[config.mk]
export PLATFORM = sky130hd
export DESIGN_NAME = boid_pixel_writer
export DESIGN_NICKNAME = d
export VERILOG_FILES = /design/src/rtl/boid_pixel_writer.sv
export SDC_FILE = /design/constraint.sdc
export NUM_CORES = 1
export LEC_CHECK = 0
export BUFFER_PORTS_ARGS = -buffer_cell sky130_fd_sc_hd__buf_2
export CAP_MARGIN = 20
export CORE_MARGIN = 2
export CORE_UTILIZATION = 50
export CTS_CLUSTER_DIAMETER = 150
export CTS_CLUSTER_SIZE = 24
export DETAILED_ROUTE_END_ITERATION = 10
export PLACE_DENSITY = 0.9
export SLEW_MARGIN = 20
export SYNTH_ARGS = -nofsm -noshare
export SYNTH_HDL_FRONTEND = slang
export SYNTH_SLANG_ARGS = --single-unit
[constraint.sdc]
create_clock -name clk -period 6.6 [get_ports clk]
set_input_delay 0.33 -clock clk [delete_from_list [all_inputs] [get_ports clk]]
set_output_delay 0.33 -clock clk [all_outputs]
set_load 0.005 [all_outputs]
[src/rtl/boid_pixel_writer.sv]
// Renders boid position updates: erases the previous pixel(s), then draws the current one(s).
// Define BOID_PIXEL_WRITER_BOX_EN to render a 2x2 box per position instead of a single pixel.
module boid_pixel_writer #(
    parameter int                 SCREEN_W    = 640,
    parameter int                 SCREEN_H    = 480,
    parameter int                 ADDR_W      = 19,
    parameter int                 COLOR_W     = 8,
    parameter logic [COLOR_W-1:0] DRAW_COLOR  = 8'hFF,
    parameter logic [COLOR_W-1:0] ERASE_COLOR = 8'h00
) (
    input  logic               clk,
    input  logic               reset,
    input  logic               in_valid,
    output logic               in_ready,
    input  logic [31:0]        x,
    input  logic [31:0]        y,
    input  logic [31:0]        px,
    input  logic [31:0]        py,
    output logic               fb_we,
    input  logic               fb_ready,
    output logic [ADDR_W-1:0]  fb_addr,
    output logic [COLOR_W-1:0] fb_data,
    output logic               done
);

    typedef enum logic [1:0] {IDLE, ERASE, DRAW} state_t;

    localparam logic signed [16:0] COL_LIM = 17'(SCREEN_W);
    localparam logic signed [16:0] ROW_LIM = 17'(SCREEN_H);

    state_t             state_reg, state_next;
    logic signed [15:0] x_reg, y_reg, px_reg, py_reg;
    logic signed [15:0] base_col, base_row;
    logic signed [16:0] col, row;
    logic [ADDR_W-1:0]  pix_addr;
    logic               capture, advance, last_pix, dx, dy, clipped;
    logic               unused_frac;

    // Fractions are truncated, so only the integer halves are kept.
    assign unused_frac = ^{x[15:0], y[15:0], px[15:0], py[15:0]};

    always_ff @(posedge clk or posedge reset) begin
        if (reset) begin
            state_reg <= IDLE;
            x_reg     <= '0;
            y_reg     <= '0;
            px_reg    <= '0;
            py_reg    <= '0;
        end else begin
            state_reg <= state_next;
            if (capture) begin
                x_reg  <= x[31:16];
                y_reg  <= y[31:16];
                px_reg <= px[31:16];
                py_reg <= py[31:16];
            end
        end
    end

`ifdef BOID_PIXEL_WRITER_BOX_EN
    logic [1:0] pix_cnt_reg;

    // Wraps 3 -> 0 on the last pixel, so each phase starts at (c,r).
    always_ff @(posedge clk or posedge reset) begin
        if (reset)
            pix_cnt_reg <= '0;
        else if (advance)
            pix_cnt_reg <= pix_cnt_reg + 2'd1;
    end

    assign last_pix = &pix_cnt_reg;
    assign dx       = pix_cnt_reg[0];
    assign dy       = pix_cnt_reg[1];
`else
    logic unused_advance;

    assign unused_advance = advance;
    assign last_pix       = 1'b1;
    assign dx             = 1'b0;
    assign dy             = 1'b0;
`endif

    assign base_col = (state_reg == DRAW) ? x_reg : px_reg;
    assign base_row = (state_reg == DRAW) ? y_reg : py_reg;

    // One extra bit so col+1 / row+1 at the top of the 16-bit range cannot wrap.
    assign col = {base_col[15], base_col} + {16'd0, dx};
    assign row = {base_row[15], base_row} + {16'd0, dy};

    assign clipped  = col[16] || row[16] || (col >= COL_LIM) || (row >= ROW_LIM);
    assign pix_addr = ADDR_W'(row) * ADDR_W'(SCREEN_W) + ADDR_W'(col);

    always_comb begin
        state_next = state_reg;
        in_ready   = 1'b0;
        capture    = 1'b0;
        advance    = 1'b0;
        fb_we      = 1'b0;
        fb_addr    = '0;
        fb_data    = '0;
        done       = 1'b0;
        case (state_reg)
            IDLE: begin
                in_ready = 1'b1;
                if (in_valid) begin
                    capture    = 1'b1;
                    state_next = ERASE;
                end
            end
            ERASE, DRAW: begin
                fb_we = !clipped;
                if (!clipped) begin
                    fb_addr = pix_addr;
                    fb_data = (state_reg == DRAW) ? DRAW_COLOR : ERASE_COLOR;
                end
                // A clipped pixel still costs its cycle but never waits on the arbiter.
                advance = clipped || fb_ready;
                if (advance && last_pix) begin
                    if (state_reg == ERASE) begin
                        state_next = DRAW;
                    end else begin
                        state_next = IDLE;
                        done       = 1'b1;
                    end
                end
            end
            default: state_next = IDLE;
        endcase
    end

endmodule

==> results of run 1 <==
-- critical path: cells and delay by family (launching register included) --
kind,cells,cell delay (ps)
AOI/OAI and AO/OA,7,1390
adders and majority gates,3,1200
buffers and inverters,3,640
xor gates and xnor gates,2,530
DFF,1,400
muxes,1,370
and+or+nand+nor,2,370
-- stage by stage --
stage / cells / util (%)
after floorplan: 359 / -
after global placement: 541 / 58.69
after detailed placement: 541 / 58.69
after CTS: 556 / 60.63
after global routing: 556 / 60.63
final: 556 / 60.63
-- synth_stat cells, types with 2 or more instances --
master	n
buf_6	3
o41ai_1	2
or4b_1	2
a211oi_1	2
dfrtp_1	66
o21ai_0	12
buf_2	3
o22ai_1	4
a21oi_1	10
or4_1	2
inv_1	13
o21a_1	3
mux2_2	80
buf_4	7
nor2b_1	2
or2_2	2
nand3_1	7
xor2_1	7
o211ai_1	2
mux2i_1	13
nor2_1	29
a21o_1	4
xnor2_1	15
fa_1	2
ha_1	26
clkbuf_1	6
o21bai_1	2
nor3_1	7
and2_1	2
nand2_1	8
-- kinds of logic after synthesis --
group           Yosys count
buf+inv                  33
fa+ha+maj                28
flops                    66
xor+xnor                 23
mux                      93
simple gates             68
compound gates           48
-- cells in the final DEF, fill, tap and decap left out, drive strengths merged, types with 3 or more instances in the layout --
master,count
inv,13
mux2i,13
o21ai,12
xor2,7
a21oi,10
buf,100
ha,26
xnor2,15
dfrtp,66
o21a,3
nand3,8
mux2,80
a21o,4
o22ai,4
nor2,29
nand2,8
clkbuf,12
nor3,7
-- layer usage --
metal | up-vias | wire length (um)
li1 | 1461 | -
met1 | 1501 | 3696
met2 | 98 | 4584
met5 | - | 0
met4 | 0 | 260
met3 | 27 | 429
-- layout make-up --
class	count	share of cell area, %
Tap cell	102	2.682
Timing Repair Buffer	100	10.68
Clock inverter	3	0.3681
Clock buffer	12	2.840
Multi-Input combinational cell	260	47.70
Sequential cell	66	34.71
Inverter	13	1.026
-- worst paths after layout --
kind                       cells after the start                        to                      from  slack, ps
setup / recovery                              18               fb_addr[18]  state_reg[0]$_DFFE_PP0P_       1010
hold / removal                                 3     py_reg[1]$_DFFE_PP0P_                     reset        210
setup reg to reg                               9  state_reg[1]$_DFFE_PP0P_  state_reg[0]$_DFFE_PP0P_       2820
hold reg to reg                                1    py_reg[13]$_DFFE_PP0P_    py_reg[13]$_DFFE_PP0P_        500
max in group asynchronous                      3      x_reg[3]$_DFFE_PP0P_                     reset       5840
min in group clk                               2      x_reg[0]$_DFFE_PP0P_                     x[16]        210
==> metrics.yaml, run 1 <==
status:
  status: "finished, final reports clean"
cells_and_area:
  multi_input_area_sq_mm: 0.002270
  fin_nets: 610
  seqCellArea_sq_mm: 0.001652
  postLayoutCellArea_sq_mm: 0.004758
  area_growth_syn_to_layout_pct: 16.26
  drive_above_1_share_pct: 43.83
  diodes: 0
  fillers: 629
job:
  drv_cap: 0
critical_path:
  end_kind: "output port"
  slowest_delay_ps: 610
  required_ps: 6270
  cp_slowest_cell: "ha_2"
  cp-start-kind: "flop"
  crit_type: "flop to output port"
  cp.arrival_ps: 5260
  cp_max_fo: 28
  path_cells: "inv_1 > ha_2 > buf_4 > mux2i_1 > xor2_1 > ha_1 > a21o_1 > a21oi_1 > nor2b_1 > o21a_1 > o41ai_1 > xnor2_1 > ha_1 > a21o_1 > or2_2 > o211ai_1 > a21oi_1 > buf_2"
yosys:
  netlist_top_cells_area: "dfrtp_1 40%, mux2_2 22%, ha_1 7.9%"
  synth_edf_count: 0
  synth_seq_area_share_pct: 40.35
  synth_fa_ha_area_share_pct: 8.927
  synth_compound_area_share_pct: 7.796
  syn_inst: 359
  synth_cell_types: 46
  yosysTopAreaCell: "dfrtp_1"
  ys.flop_type: "dfrtp_1"
  synth_top_cell_area_share_pct: 40.35
  synth.cell_area_sq_mm: 0.004093
  synth.avg_cell_area_sq_um: 11.40
  synthesis.nets: 519
  synth.area.mux_share_pct: 25.19
  synthSimpleGateAreaFrac_pct: 8.163
  synth_top_family_by_area: "multiplexers"
  synth_xor_area_share_pct: 5.258
  ys_warn_count: 0
  async_flop_share_pct: 100.0
  ys_ff_latch: 66
global_route:
  grtUsageMet3_pct: 4.469
  antenna_found_initial: 0
  overflow: 0
  top_usage_layer: "met2"
  grt.total_usage_pct: 21.24
  use_met2_pct: 36.61
  grt_max_degree: 67
  grt_first_pass_wirelength_um: 14630
  first_global_vias: 3177
  grt_use_met1_pct: 25.42
sta:
  fin_crit_ps: 5593
  period_share_pct: 84.74
  final-setup-viol-count: 0
  fin_ws_ps: 1007
  finalHoldViolCount: 0
  slew_headroom_pct: 45.28
  worst_hold_slack_ps: 208.1
  worst_pin_slew_ps: 820.8
  fin_worst_skew_ps: 8.167
  rsz0062_at_grt: "no"
  fmax_mhz: 178.8
  slew_violations: 0
  finalSetupTns_ps: 0
clock_tree:
  cts_tree: "built"
  cts.sinks: 66
  cts_resized: 0
  clk_latency_ps: 350
  clk_pin_slew_ps: 70
  htreeDepth: 3
  cts_buffers: 9
  cts-root-buf: "clkbuf_8"
  clockBufferDepth: 2
  cts_setup_buffers: 0
  hold_buffers: 0
drt:
  ant_nets: 0
  wire_per_inst_um: 16.13
  drtPass1Iterations: 4
  routed_wl_um: 8970
  dr.first_iter.drc_count: 196
  vias: 3087
  via_per_inst: 5.552
  drc: 0
place:
  port_buffers: 97
  pre_cts_ws_ps: 1473
  gp_congestion: 0.8515
  hpwl_um: 6768
  dpl_cell_area_sq_mm: 0.004606
floorplan:
  row_count: 32
  die_h_um: 94.47
  die-area_sq_mm: 0.008925
  initial_core_util_pct: 52.15
  fp.dieW_um: 94.47
  core_sq_mm: 0.007848
  ios: 162
hold_path:
  hold_path.class: "input pin to asynchronous set/reset pin"
Power of run 1 is not shown: default switching activity piles up to over one toggle a cycle in this logic, so the estimate is an artifact.
==> inputs of run 2 (changes only) <==
- ABC_AREA: unset -> 1
- CORE_UTILIZATION: 50 -> 45
- PLACE_DENSITY: 0.9 -> 0.85
- clock period: 6.6 -> 4.7 ns (I/O delays scaled with it)
==> metrics.yaml, run 2 <==
global_route:
  antenna_found_initial: 0  # unchanged
  grt_first_pass_wirelength_um: 15950  # +9.1%
  grt.total_usage_pct: 19.42  # -1.8 points
  overflow: 0  # unchanged
  first_global_vias: 3546  # +12%
  grt_max_degree: 67  # unchanged
cells_and_area:
  fillers: 859  # +37%
  final_cell_mix: "279 x nand2_1, 97 x buf_2, 66 x dfrtp_1, 49 x inv_1, 27 x nor2_1"
  final_cells: 822  # +48%
  diodes: 0  # unchanged
  fin_nets: 848  # +39%
  area_growth_syn_to_layout_pct: 19.17
  mostFrequentLayoutCell: "nand2_1"
  drive_above_1_share_pct: 22.51  # -21 points
floorplan:
  ios: 162  # unchanged
  die-area_sq_mm: 0.01033  # +16%
  fp.dieW_um: 101.6  # +7.6%
  initial_core_util_pct: 46.40  # -5.7 points
  core_sq_mm: 0.009240  # +18%
  die_h_um: 101.6  # +7.6%
  row_count: 35  # +9.4%
yosys:
  ys_ff_latch: 66  # unchanged
  yosysTopAreaCell: "dfrtp_1"
  synth_seq_area_share_pct: 38.52  # -1.8 points
  yosysMostFrequentCell: "nand2_1"
  synth_common_cells: "279 x nand2_1, 66 x dfrtp_1, 50 x inv_1, 27 x nor2_1"
  synth_cell_types: 41  # -11%
  synth_edf_count: 0  # unchanged
  synth.avg_cell_area_sq_um: 7.182  # -37%
  async_flop_share_pct: 100.0  # unchanged
  synthesis.nets: 757  # +46%
  synth_top_cell_area_share_pct: 38.52  # -1.8 points
  ys_warn_count: 0  # unchanged
  syn_inst: 597  # +66%
  synth.cell_area_sq_mm: 0.004288  # +4.8%
  ys.flop_type: "dfrtp_1"
  netlist_top_cells_area: "dfrtp_1 39%, nand2_1 24%, ha_1 7.6%"
drt:
  via_per_inst: 4.742  # -15%
  wire_per_inst_um: 11.67  # -28%
  dr.first_iter.drc_count: 265  # +35%
  ant_nets: 0  # unchanged
  drc: 0  # unchanged
  route.met3.wl_um: 521  # +21%
  routed_wl_um: 9594  # +7.0%
  vias: 3898  # +26%
  wl_met1_um: 4492  # +22%
  highest_layer: "met4"
  drtPass1Iterations: 4  # unchanged
  dr_wl_met2_um: 4380  # -4.5%
power_and_ir_drop:
  peakVddDrop_mv: 0.5036
  leakage_nw: 2.926
  p_per_area_mw_per_mm2: 967.0
critical_path:
  cp-start-kind: "flop"
  crit_type: "flop to output port"
  required_ps: 4470  # -1800 ps
  cp_max_fo: 20  # -29%
  cp.arrival_ps: 4090  # -1170 ps
  end_kind: "output port"
sta:
  period_share_pct: 92.03
  slew_violations: 0  # unchanged
  worst_pin_slew_ps: 792.7  # -28.07 ps
  fmax_mhz: 231.2
  fin_worst_skew_ps: 9.781  # +1.614 ps
  finalHoldViolCount: 0  # unchanged
  final-setup-viol-count: 0  # unchanged
  slew_headroom_pct: 47.15  # +1.9 points
  finalSetupTns_ps: 0  # unchanged
  rsz0062_at_grt: "no"
  fin_crit_ps: 4325
clock_tree:
  cts.sinks: 66  # unchanged
  clockBufferDepth: 2  # unchanged
  cts_tree: "built"
  htreeDepth: 3  # unchanged
  clk_pin_slew_ps: 80  # about the same
  cts_buffers: 9  # unchanged
  cts-root-buf: "clkbuf_8"
  clk_latency_ps: 350  # about the same
  hold_buffers: 0  # unchanged
place:
  dpl.cell_count: 802  # +48%
  hpwl_um: 7142  # +5.5%
  port_buffers: 97  # unchanged
  gp_congestion: 0.8756  # +2.8%
status:
  status: "finished, final reports clean"
job:
  drv_cap: 0  # unchanged
hold_path:
  hold_path.class: "input pin to flop"
==> run 2: what timing repair did <==
action | 4_1_cts | 5_1_grt
resized for setup | 0 | 9
buffers inserted | 0 | 4
endpoints found under the setup margin | 0 | 5
==> run 2: per-layer routing <==
| layer | up-vias | GRT usage, % |
|---|---|---|
| li1 | 2037 | - |
| met1 | 1760 | 27.31 |
| met2 | 85 | 30.16 |
| met3 | 16 | 3.175 |
| met4 | 0 | 7.380 |
| met5 | - | 0 |
==> run 2: cells by family after synthesis <==
| group | synth area share, % |
|---|---|
| multiplexers | 0.2334 |
| buffers and inverters | 8.520 |
| flip-flops | 38.52 |
| AO/OA/AOI/OAI | 8.754 |
| AND/OR/NAND/NOR | 33.00 |
| adder cells (fa/ha/maj) | 8.521 |
| XOR/XNOR | 2.451 |
==> run 2: final cells by class <==
cell class	count	area [sq um]	area share, %
clock buffers	9	123.9	2.424
clock inverters	7	82.58	1.616
inverters	53	198.9	3.893
multi-input cells	451	2302	45.05
flip-flops and latches	66	1652	32.32
well taps	129	161.4	3.159
repair buffers	107	589.3	11.53
==> run 2: path summary, 6_finish.rpt <==
path | startpoint | end | slack, ps | depth (start not counted)
max in group asynchronous | reset | y_reg[0]$_DFFE_PP0P_ | 4080 | 3
min | x[19] | x_reg[3]$_DFFE_PP0P_ | 70 | 3
min reg2reg | px_reg[13]$_DFFE_PP0P_ | px_reg[13]$_DFFE_PP0P_ | 480 | 2
max reg2reg | state_reg[0]$_DFFE_PP0P_ | state_reg[1]$_DFFE_PP0P_ | 2170 | 14
min in group asynchronous | reset | px_reg[2]$_DFFE_PP0P_ | 90 | 3
max | state_reg[0]$_DFFE_PP0P_ | fb_addr[18] | 370 | 23
==> run 2: worst max-delay path, cell delays in order, from the launching register on <==
cell and delay [ps]:
dfrtp_1 380, inv_1 100, ha_4 190, buf_12 150, buf_6 150, o21ai_0 250
inv_1 130, xor2_2 210, ha_1 310, nand3_1 70, nand2_1 120, a21oi_1 70
o21ai_0 210, xnor2_1 150, inv_1 70, ha_1 340, a21oi_1 180, nand3b_1 130
nand3_1 70, nor2_1 130, nand3_1 90, nand2_1 60, nor2_1 50, buf_2 130
==> run 2: stage by stage <==
stage               area [sq um]  setup slack (ps)  power, W  util, %  hold slack, ps
finish                      5110             374.7  0.004941    55.30           66.13
global route                5110             38.17  0.005517    55.30           69.79
CTS                         5045             21.61  0.004781    54.60           64.30
detailed placement          4838             421.1  0.004260    52.36           430.6
global placement            4818             434.6  0.004174    52.15           429.8
floorplan                   4288             678.7  0.003616        -           344.6
==> run 2: power by group <==
group	internal (W)	switching, W	total (W)
clock	0.000254	0.000245	0.000498
sequential	0.000839	0.000144	0.000983
combinational	0.00133	0.00213	0.00346
total	0.00242	0.00252	0.00494
(Power assumes the default switching activity.)
